## config.mk

```make
export PLATFORM = sky130hd
export DESIGN_NAME = main_bist
export DESIGN_NICKNAME = d
export VERILOG_FILES = /design/src/rtl/main_bist.sv
export SDC_FILE = /design/constraint.sdc
export NUM_CORES = 1
export LEC_CHECK = 0
export CAP_MARGIN = 40
export CORE_ASPECT_RATIO = 1.5
export CORE_MARGIN = 10
export CORE_UTILIZATION = 45
export CTS_CLUSTER_SIZE = 30
export DETAILED_ROUTE_END_ITERATION = 8
export PLACE_DENSITY = 0.62
export SLEW_MARGIN = 30
export SYNTH_ARGS = -nofsm -noshare
export SYNTH_HDL_FRONTEND = slang
export SYNTH_SLANG_ARGS = --single-unit
export TNS_END_PERCENT = 100
```

## constraint.sdc

```tcl
create_clock -name CLK -period 2.2 [get_ports CLK]
set_clock_uncertainty 0.15 [all_clocks]
set_input_delay 0.44 -clock CLK [delete_from_list [all_inputs] [get_ports CLK]]
set_output_delay 0.44 -clock CLK [all_outputs]
set_load 0.05 [all_outputs]
```

## src/rtl/main_bist.sv

```systemverilog
// main_bist: USB SYNC-pattern detector with LFSR/MISR built-in self-test
module main_bist #(
    parameter int          BIST_CYCLES = 255,
    parameter logic [15:0] GOLDEN_SIG  = 16'h0000
) (
    input  logic CLK,
    input  logic RST,
    input  logic bist_start,
    input  logic in_k,
    input  logic in_j,
    input  logic in_en,
    output logic out_synced_d,
    output logic out_sync_err_d,
    output logic pass_fail,
    output logic bist_end
);
    typedef enum logic [1:0] {S_IDLE, S_RUN, S_DONE} state_t;
    localparam logic [7:0] LAST = 8'(BIST_CYCLES - 1);
    state_t      r_state;
    logic        r_start_q;
    logic [15:0] r_lfsr;
    logic [15:0] r_misr;
    logic [7:0]  r_cnt;
    logic [2:0]  r_det;
    logic        w_start;
    logic        w_entry;
    logic        w_run;
    logic        w_k;
    logic        w_j;
    logic        w_en;
    logic        w_exp_k;
    logic        w_match;
    logic        w_lfsr_fb;
    logic [15:0] w_misr_next;
    assign w_start     = bist_start & ~r_start_q;
    assign w_entry     = w_start & (r_state != S_RUN);
    assign w_run       = (r_state == S_RUN);
    assign w_k         = w_run ? r_lfsr[0] : in_k;
    assign w_j         = w_run ? r_lfsr[1] : in_j;
    assign w_en        = w_run ? r_lfsr[2] : in_en;
    assign w_exp_k     = (r_det == 3'd7) | ~r_det[0];
    assign w_match     = w_exp_k ? (w_k & ~w_j) : (~w_k & w_j);
    assign w_lfsr_fb   = r_lfsr[15] ^ r_lfsr[13] ^ r_lfsr[12] ^ r_lfsr[10];
    assign w_misr_next = {r_misr[14:0], r_misr[15] ^ r_misr[13] ^ r_misr[12] ^ r_misr[10]}
                       ^ {14'b0, out_sync_err_d, out_synced_d};
    // SYNC detector: tracks matched symbols, restarts cleanly when a self-test begins
    always_ff @(posedge CLK) begin
        if (!RST || w_entry) begin
            r_det          <= 3'd0;
            out_synced_d   <= 1'b0;
            out_sync_err_d <= 1'b0;
        end else begin
            out_synced_d   <= w_en & w_match & (r_det == 3'd7);
            out_sync_err_d <= w_en & ~w_match & (r_det != 3'd0);
            if (w_en)
                r_det <= (w_match && r_det != 3'd7) ? r_det + 3'd1 : 3'd0;
        end
    end
    // BIST controller: start-edge detect, pattern generation, signature compaction and verdict
    always_ff @(posedge CLK) begin
        if (!RST) begin
            r_state   <= S_IDLE;
            r_start_q <= 1'b0;
            r_lfsr    <= 16'h0;
            r_misr    <= 16'h0;
            r_cnt     <= 8'h0;
            bist_end  <= 1'b0;
            pass_fail <= 1'b0;
        end else begin
            r_start_q <= bist_start;
            if (w_entry) begin
                r_state   <= S_RUN;
                r_lfsr    <= 16'hACE1;
                r_misr    <= 16'h0;
                r_cnt     <= 8'h0;
                bist_end  <= 1'b0;
                pass_fail <= 1'b0;
            end else if (w_run) begin
                r_lfsr <= {r_lfsr[14:0], w_lfsr_fb};
                r_misr <= w_misr_next;
                r_cnt  <= r_cnt + 8'd1;
                if (r_cnt == LAST) begin
                    r_state   <= S_DONE;
                    bist_end  <= 1'b1;
                    pass_fail <= (w_misr_next == GOLDEN_SIG);
                end
            end
        end
    end
endmodule

```

Word level (Yosys, flattened, before mapping):

Cells that the tools add are included.

* register bits after elaboration: 49
* word-level logic and storage cells: 60
* output and inout bits: 4
* bits of input ports: 6

* muxes and demuxes: 10
* reductions and logical operators: 10
* add/subtract/negate cells: 2
* bitwise operators: 22
* eq/ne operators: 5

Operators by type and width (number)
* 16-bit two-way mux: 2
* 16-bit zero test: 1
* 16-bit by 2-bit XOR with 16-bit output: 1
* 8-bit by 1-bit adder with 8-bit output (second input constant): 1
* 1-bit AND: 8
* 8-bit == test (second input constant): 1
* 1-bit two-way mux: 7
* 1-bit inverter: 6
* 1-bit XOR: 6
* 2-bit AND reduction: 2
* 2-bit nonzero test: 2
* 3-bit by 1-bit adder with 3-bit output (second input constant): 1
* 3-bit == test (second input constant): 1
* 3-bit two-way mux: 1
* 3-bit != test (second input constant): 1
* 3-bit nonzero test: 1
* 2-bit by 1-bit == test with 1-bit output (second input constant): 1
* 2-bit by 1-bit != test with 1-bit output (second input constant): 1
* 2-bit OR reduction: 1
* 1-bit logical AND: 1
* 1-bit zero test: 1
* 1-bit logical OR: 1
* 1-bit bitwise OR: 1

Logic depth before layout (Yosys ltp):

Gate-level depths: netlist of run 1.

* depth in word-level cells: 8
* gate-level depth with buffers: 6

Least setup slack after synthesis of run 1:

Ideal clock, no wire load.

* path kind: register to register
* start point: register r_state[1]
* end point: register r_cnt[3]
* required time: 1.928 ns
* stages on the path, launching flop included: 6
* path slack: 0.436 ns
* arrival: 1.493 ns
* period minus slack after synthesis: 1.764 ns
* setup time: 0.122 ns
* cell sequence: dfxtp_1 > and2b_4 > o21ai_2 > buf_4 > buf_2 > a21oi_1

* cells in the longest elaborated chain, start to end: 3
* elaborated cells between the ends (all ways): 4
* those cells by class: eq/ne (2); bitwise (1); reduce/logical (1)

RTL lines
* start: declaration: line 19 `state_t r_state;`
* start signal: assignment: line 62 `r_state <= S_IDLE;`
* start signal: assignment: line 72 `r_state <= S_RUN;`
* start signal: assignment: line 83 `r_state <= S_DONE;`
* 2-bit by 1-bit != test with 1-bit output: line 36 `assign w_entry = w_start & (r_state != S_RUN);`
* 1-bit AND: line 36
* 2-bit OR reduction (no line)
* end signal: assignment: line 81 `r_cnt <= r_cnt + 8'd1;`
* end: declaration: line 23 `logic [7:0] r_cnt;`

Parallel ways exist; a longest one is shown, timed or not.
A chain may end at the register's enable or synchronous reset.

Worst setup path in the final report of run 1:

* start point: register out_sync_err_d
* end point: output port out_sync_err_d

RTL lines
* start: declaration: line 13 `output logic out_sync_err_d,`
* start signal: assignment: line 54 `out_sync_err_d <= w_en & ~w_match & (r_det != 3'd0);`

No word-level cell between the ends.

==> summary.md, run 1 <==
| Metric | Value |
|---|---|
| Detailed Route WL | `3.80 mm` |
| Drc violations | `0` |
| Final Hold Fails | `0` |
| Sw Pwr | `395 µW` |
| Detail Placement HPWL | `2.63 mm` |
| DP Area | `0.00217 mm²` |
| Worst EP arrival | `1.50 ns` |
| Starting DRT DRC Count | `107` |
| Ant. Diodes | `0` |
| Sw Share | `22.8%` |
| H-tree levels | `2` |
| Via Count | `1547` |
| Post-synthesis register bit count | `49` |
| Final core utilization | `51.4%` |
| Share of the synthesized area in the top cell type | `47.9%` |
| Clk pwr share | `38.3%` |
| Type of the worst min-delay path | `flip-flop to flip-flop` |
| Clk_lat worst skew | `0.30 ns` |
| RSZ-0062 raised after global routing | `false` |
| Cell row count | `30` |
| Required @ worst endpoint | `1.61 ns` |
| PwrDens | `755 mW/mm²` |
| Reg2Reg Setup Slack | `0.22 ns` |
| Setup TNS | `0 ns` |
| Share of cells above drive strength 1 | `12.2%` |
| Comb pwr share | `8.0%` |
| Die area | `0.00771 mm²` |
| Placer Congestion | `0.774` |
| Pleak | `0.000826 µW` |
| CTS sink count | `49` |
| CP max stage delay | `0.82 ns` |
| Status | `finished clean` |
| Crit Path Class | `flip-flop to output port` |
| Synth Area per Inst | `9.03 µm²` |
| EDFF count, synth | `0` |
| Initial antenna violation count | `0` |
| CP Cell Sequence | `clkdlybuf4s50_1` |
| Main synth FF type | `dfxtp_1` |
| Family with the most delay on the worst path | `buffers and inverters` |
| Worst R2R Path Depth | `6` |
| Clock root buffer | `clkbuf_8` |
| Worst slew margin | `66.3%` |
| Final worst-path cycle share | `95.1%` |
| Distinct cells, synth | `41` |
| Reg clk slew, reported paths | `0.09 ns` |
| Largest net degree at the start of global routing | `30` |
| Highest-delay cell along the critical path | `clkdlybuf4s50_1` |
| Fin. max-slew vios | `0` |
| Tmin final | `2.09 ns` |
| Pre-antenna DRT Iters | `4` |
| Chip width | `75.1 µm` |
| Die Span Y | `103 µm` |
| First-pass GRT wire length | `6.65 mm` |
| Hold path depth | `2` |
| Crit Path Max Fanout | `2` |
| Number of global-route vias before repair | `1452` |
| I/O pin cnt | `10` |
| Clock tree buffer depth | `2` |
| Vias per Instance | `5.43` |
| Final ANT Viol Nets | `0` |
| Cts hold-fix bufs | `0` |
| F_max | `0.478 GHz` |
| Critical Path End Type | `output port` |
| Post-synthesis async set-or-reset flop share | `0%` |
| Cell accounting for the most synthesized area | `dfxtp_1` |
| Area delta synth->final | `12.0%` |
| Sequential element share of the synthesized area | `47.9%` |
| Input/output buffers | `9` |
| Core Footprint | `0.00447 mm²` |
| Final-layout fill cell count | `408` |
| Net count reported at finish | `247` |
| CTS tree | `built` |
| Post-route cell area | `0.00230 mm²` |
| GRT overflow | `0` |
| Initial Utilization | `45.9%` |
| Critical path buffer and inverter count | `1` |
| Register share of total power | `53.8%` |
| Worst slew pin tran | `0.505 ns` |
| Worst path depth | `1` |
| Startpoint types | `flip-flop` |
| WL/cell | `13.3 µm` |
| Top-count cell post-synth | `nand2_1` |
| Syn Std Cell Area | `0.00205 mm²` |
| Cells after Synth | `227` |
| GRT Util Overall | `10.9%` |
| Synth Warn # | `0` |
| Final setup viols | `0` |
| Maximum vdd ir drop | `0.373 mV` |
| Commonest cells in the netlist | `nand2_1, dfxtp_1, a21oi_1` |
| Syn Nets | `238` |
| Max-Cap Viols | `0` |
| Total CTS buffers | `5` |
| Internal | `1340 µW` |
| Largest cells by area after synthesis | `dfxtp_1, nand2_1, a21oi_1, o221a_2, ha_1` |
==> state kept, by name (all words and copies together), names as in the netlist <==
name	flops
pass_fail	1
r_lfsr	16
r_cnt	8
r_det	3
r_state	2
r_start_q	1
out_sync_err_d	1
out_synced_d	1
r_misr	16
==> worst paths after layout <==
path / from / endpoint
worst min-delay path: r_lfsr[14] / r_lfsr[14]
worst min register to register: r_lfsr[14] / r_lfsr[14]
worst max-delay path: out_sync_err_d / out_sync_err_d
worst max register to register: r_det[0] / r_det[0]
==> what timing repair did <==
action | CTS | global route
setup buffers | 0 | 0
endpoints found under the setup margin | 0 | 1
resized for setup | 0 | 1
==> kinds of logic (layout without fill, tap and decap cells) <==
| kind of cell | count (synthesis) | count (layout) | share of synthesized area, % |
|---|---|---|---|
| simple gates | 94 | 94 | 22.3 |
| flops | 49 | 49 | 47.9 |
| compound gates | 48 | 48 | 16.2 |
| buf+inv | 18 | 28 | 4.21 |
| xor+xnor | 12 | 12 | 5.80 |
| fa+ha+maj | 5 | 5 | 3.05 |
| mux | 1 | 1 | 0.549 |
==> area by class of cell <==
class	count	area (µm²)	share of cell area (%)
clock inverter	2	37.5	1.63
timing repair buffer	14	130	5.67
multi-input combinational	160	982	42.8
tap	48	60.1	2.62
sequential	49	981	42.7
clock buffer	6	82.6	3.60
inverter	6	22.5	0.981
==> layer usage <==
layer	global-route usage [%]	wire length, µm	vias to the layer above
met5	0	0	-
met4	4.68	61	0
met3	3.47	149	5
met2	17.9	1880	24
met1	12.6	1710	715
li1	-	-	803
==> power by group through the flow <==
stage / Clock, µW / Sequential (µW) / Combinational, µW
floorplan: 0 / 947 / 108
global placement: 0 / 953 / 138
detailed placement: 0 / 953 / 140
CTS: 680 / 932 / 140
global route: 716 / 937 / 152
finish: 663 / 932 / 138
==> metrics by stage <==
step	cells	hold slack [ns]	total power [µW]	setup slack (ns)
6_report	285	0.309	1730	0.107
5_1_grt	285	0.334	1800	0.0296
4_1_cts	285	0.313	1750	0.0441
3_5_place_dp	277	0.300	1090	0.225
3_3_place_gp	277	0.296	1090	0.249
2_1_floorplan	227	0.282	1060	0.436
==> tightest hold or removal path: stages (launching register included) <==
cell and delay (ns):
dfxtp_1 0.32, nand2_1 0.05, a21oi_1 0.05
==> cells in the final DEF, fill, tap and decap left out, drive strengths merged, types with 2 or more instances in the layout <==
cell type,netlist,layout
a211oi,2,2
a21oi,27,27
and2b,2,2
and3,3,3
buf,9,5
clkbuf,3,6
clkdlybuf4s50,0,8
dfxtp,49,49
ha,5,5
inv,6,6
nand2,51,51
nand2b,5,5
nand3,3,3
nand3b,2,2
nand4,4,4
nor2,12,12
nor3,4,4
nor4,2,2
o21ai,4,4
o221a,8,8
o41ai,3,3
xnor2,6,6
xor2,5,5
Power figures use the tool's default switching activity.
==> run 2, diff against run 1 <==
--- a/config.mk
+++ b/config.mk
@@ -8,10 +8,10 @@
 export CAP_MARGIN = 40
 export CORE_ASPECT_RATIO = 1.5
 export CORE_MARGIN = 10
-export CORE_UTILIZATION = 45
+export CORE_UTILIZATION = 51
 export CTS_CLUSTER_SIZE = 30
 export DETAILED_ROUTE_END_ITERATION = 8
-export PLACE_DENSITY = 0.62
+export PLACE_DENSITY_LB_ADDON = 0.1
 export SLEW_MARGIN = 30
 export SYNTH_ARGS = -nofsm -noshare
 export SYNTH_HDL_FRONTEND = slang
==> summary.md, run 2 (synthesis results as in run 1) <==
| Metric | Value |
|---|---|
| Number of global-route vias before repair | `1527 (was 1452)` |
| GRT Util Overall | `11.4% (was 10.9%)` |
| Final core utilization | `58.5% (was 51.4%)` |
| Reg clk slew, reported paths | `0.08 ns (was 0.09 ns)` |
| Critical Path End Type | `output port (unchanged)` |
| Net count reported at finish | `247 (unchanged)` |
| Pleak | `0.000818 µW (was 0.000826 µW)` |
| Setup TNS | `0 ns (unchanged)` |
| Detailed Route WL | `3.89 mm (was 3.80 mm)` |
| Placer Congestion | `0.802 (was 0.774)` |
| Cts hold-fix bufs | `0 (unchanged)` |
| GRT overflow | `0 (unchanged)` |
| Vias per Instance | `5.55 (was 5.43)` |
| Commonest non-fill, non-tap cell in the layout | `nand2_1 (unchanged)` |
| Final worst-path cycle share | `93.4% (was 95.1%)` |
| Crit Path Class | `flip-flop to output port (unchanged)` |
| Area delta synth->final | `12.0% (about the same)` |
| CTS sink count | `49 (unchanged)` |
| CP Cell Sequence | `clkdlybuf4s50_1 (unchanged)` |
| Required @ worst endpoint | `1.61 ns (about the same)` |
| Die Span Y | `97.6 µm (was 103 µm)` |
| Highest-delay cell along the critical path | `clkdlybuf4s50_1 (unchanged)` |
| Total CTS buffers | `5 (unchanged)` |
| Type of the worst min-delay path | `flip-flop to flip-flop (unchanged)` |
| Maximum vdd ir drop | `0.846 mV (was 0.373 mV)` |
| Ant. Diodes | `0 (unchanged)` |
| Startpoint types | `flip-flop (unchanged)` |
| Tmin final | `2.06 ns (was 2.09 ns)` |
| Final Hold Fails | `0 (unchanged)` |
| Fin. max-slew vios | `0 (unchanged)` |
| CP max stage delay | `0.82 ns (about the same)` |
| Most frequent cells in the layout | `nand2_1, dfxtp_1, a21oi_1 (unchanged)` |
| Post-route cell area | `0.00229 mm² (was 0.00230 mm²)` |
| Input/output buffers | `9 (unchanged)` |
| CTS resizes | `0 (unchanged)` |
| WL/cell | `13.8 µm (was 13.3 µm)` |
| Family with the most delay on the worst path | `buffers and inverters (unchanged)` |
| Post-CTS Setup Bufs | `0 (unchanged)` |
| Status | `finished clean (unchanged)` |
| Dpl cells | `274 (was 277)` |
| Worst slew pin tran | `0.514 ns (was 0.505 ns)` |
| Clk_lat worst skew | `0.29 ns (was 0.30 ns)` |
| Regs by FF count | `r_lfsr: 16 flops, r_misr: 16 flops, r_cnt: 8 flops (unchanged)` |
| Max-Cap Viols | `0 (unchanged)` |
| Starting DRT DRC Count | `89 (was 107)` |
| Worst slew margin | `65.6% (was 66.3%)` |
| Die area | `0.00701 mm² (was 0.00771 mm²)` |
| I/O pin cnt | `10 (unchanged)` |
| Critical path buffer and inverter count | `1 (unchanged)` |
| Pre-antenna DRT Iters | `4 (unchanged)` |
| Drc violations | `0 (unchanged)` |
| PwrDens | `751 mW/mm² (was 755 mW/mm²)` |
| RSZ-0062 raised after global routing | `false (unchanged)` |
| Detail Placement HPWL | `2.84 mm (was 2.63 mm)` |
| CTS tree | `built (unchanged)` |
| DP Area | `0.00218 mm² (was 0.00217 mm²)` |
| Final-layout fill cell count | `349 (was 408)` |
| F_max | `0.486 GHz (was 0.478 GHz)` |
| Final Power | `1720 µW (was 1730 µW)` |
| H-tree levels | `2 (unchanged)` |
| Clock tree buffer depth | `2 (unchanged)` |
| First-pass GRT wire length | `6.73 mm (was 6.65 mm)` |
| Final setup viols | `0 (unchanged)` |
| Share of cells above drive strength 1 | `13.1% (was 12.2%)` |
| Crit Path Max Fanout | `2 (unchanged)` |
| Clock root buffer | `clkbuf_8 (unchanged)` |
| Final ANT Viol Nets | `0 (unchanged)` |
| Worst EP arrival | `1.47 ns (was 1.50 ns)` |
| Largest net degree at the start of global routing | `26 (was 30)` |
| Core Footprint | `0.00392 mm² (was 0.00447 mm²)` |
| Cell row count | `28 (was 30)` |
| Via Count | `1564 (was 1547)` |
| Initial Utilization | `52.2% (was 45.9%)` |
| Chip width | `71.8 µm (was 75.1 µm)` |
| Finished Layout Cells | `282 (was 285)` |
| Initial antenna violation count | `0 (unchanged)` |
run 2: changes by cell type in the layout (fill, tap and decap cells not counted), sizes merged:
cell and delta:
clkdlybuf4s50 -1, clkinvlp -1, buf +2, clkbuf +1
dlymetal6s2s -1
run 2: cell type report:
class	instances	area, µm²	area share [%]
clock buffer	7	86.3	3.76
clock inverter	1	30.0	1.31
inverter	6	22.5	0.981
multi-input combinational	160	982	42.8
sequential	49	982	42.8
tap	45	56.3	2.45
timing repair buffer	14	135	5.89
run 2: path summary, 6_finish.rpt:
check / from / to / slack (ns) / cells after the start
max: pass_fail / pass_fail / 0.14 / 1
min: r_lfsr[3] / r_lfsr[4] / 0.31 / 2
max reg2reg: r_det[0] / r_det[0] / 0.23 / 6
min reg2reg: r_lfsr[3] / r_lfsr[4] / 0.31 / 2
run 2: worst reg2reg max path: stages, from the launching register on:
cell and delay [ns]:
dfxtp_2 0.39, ha_1 0.16, ha_1 0.26, and2b_1 0.22
o22ai_1 0.22, a32oi_1 0.14, o41ai_1 0.31
run 2: through the flow:
stage	hold slack, ns	worst slack, ns
floorplan	0.282	0.436
global placement	0.286	0.282
detailed placement	0.300	0.191
CTS	0.312	0.124
global route	0.333	0.0789
finish	0.311	0.144
run 2: per-layer routing:
metal	global-route usage, %	up-vias	wire length (µm)
li1	-	797	-
met1	13.3	737	1700
met2	18.5	24	1980
met3	3.58	6	155
met4	4.78	0	48
met5	0	-	0
run 2: power breakdown:
part / switching (µW) / total [µW] / internal [µW]
clock: 279 / 649 / 371
combinational: 81.3 / 142 / 60.8
sequential: 21.6 / 933 / 912
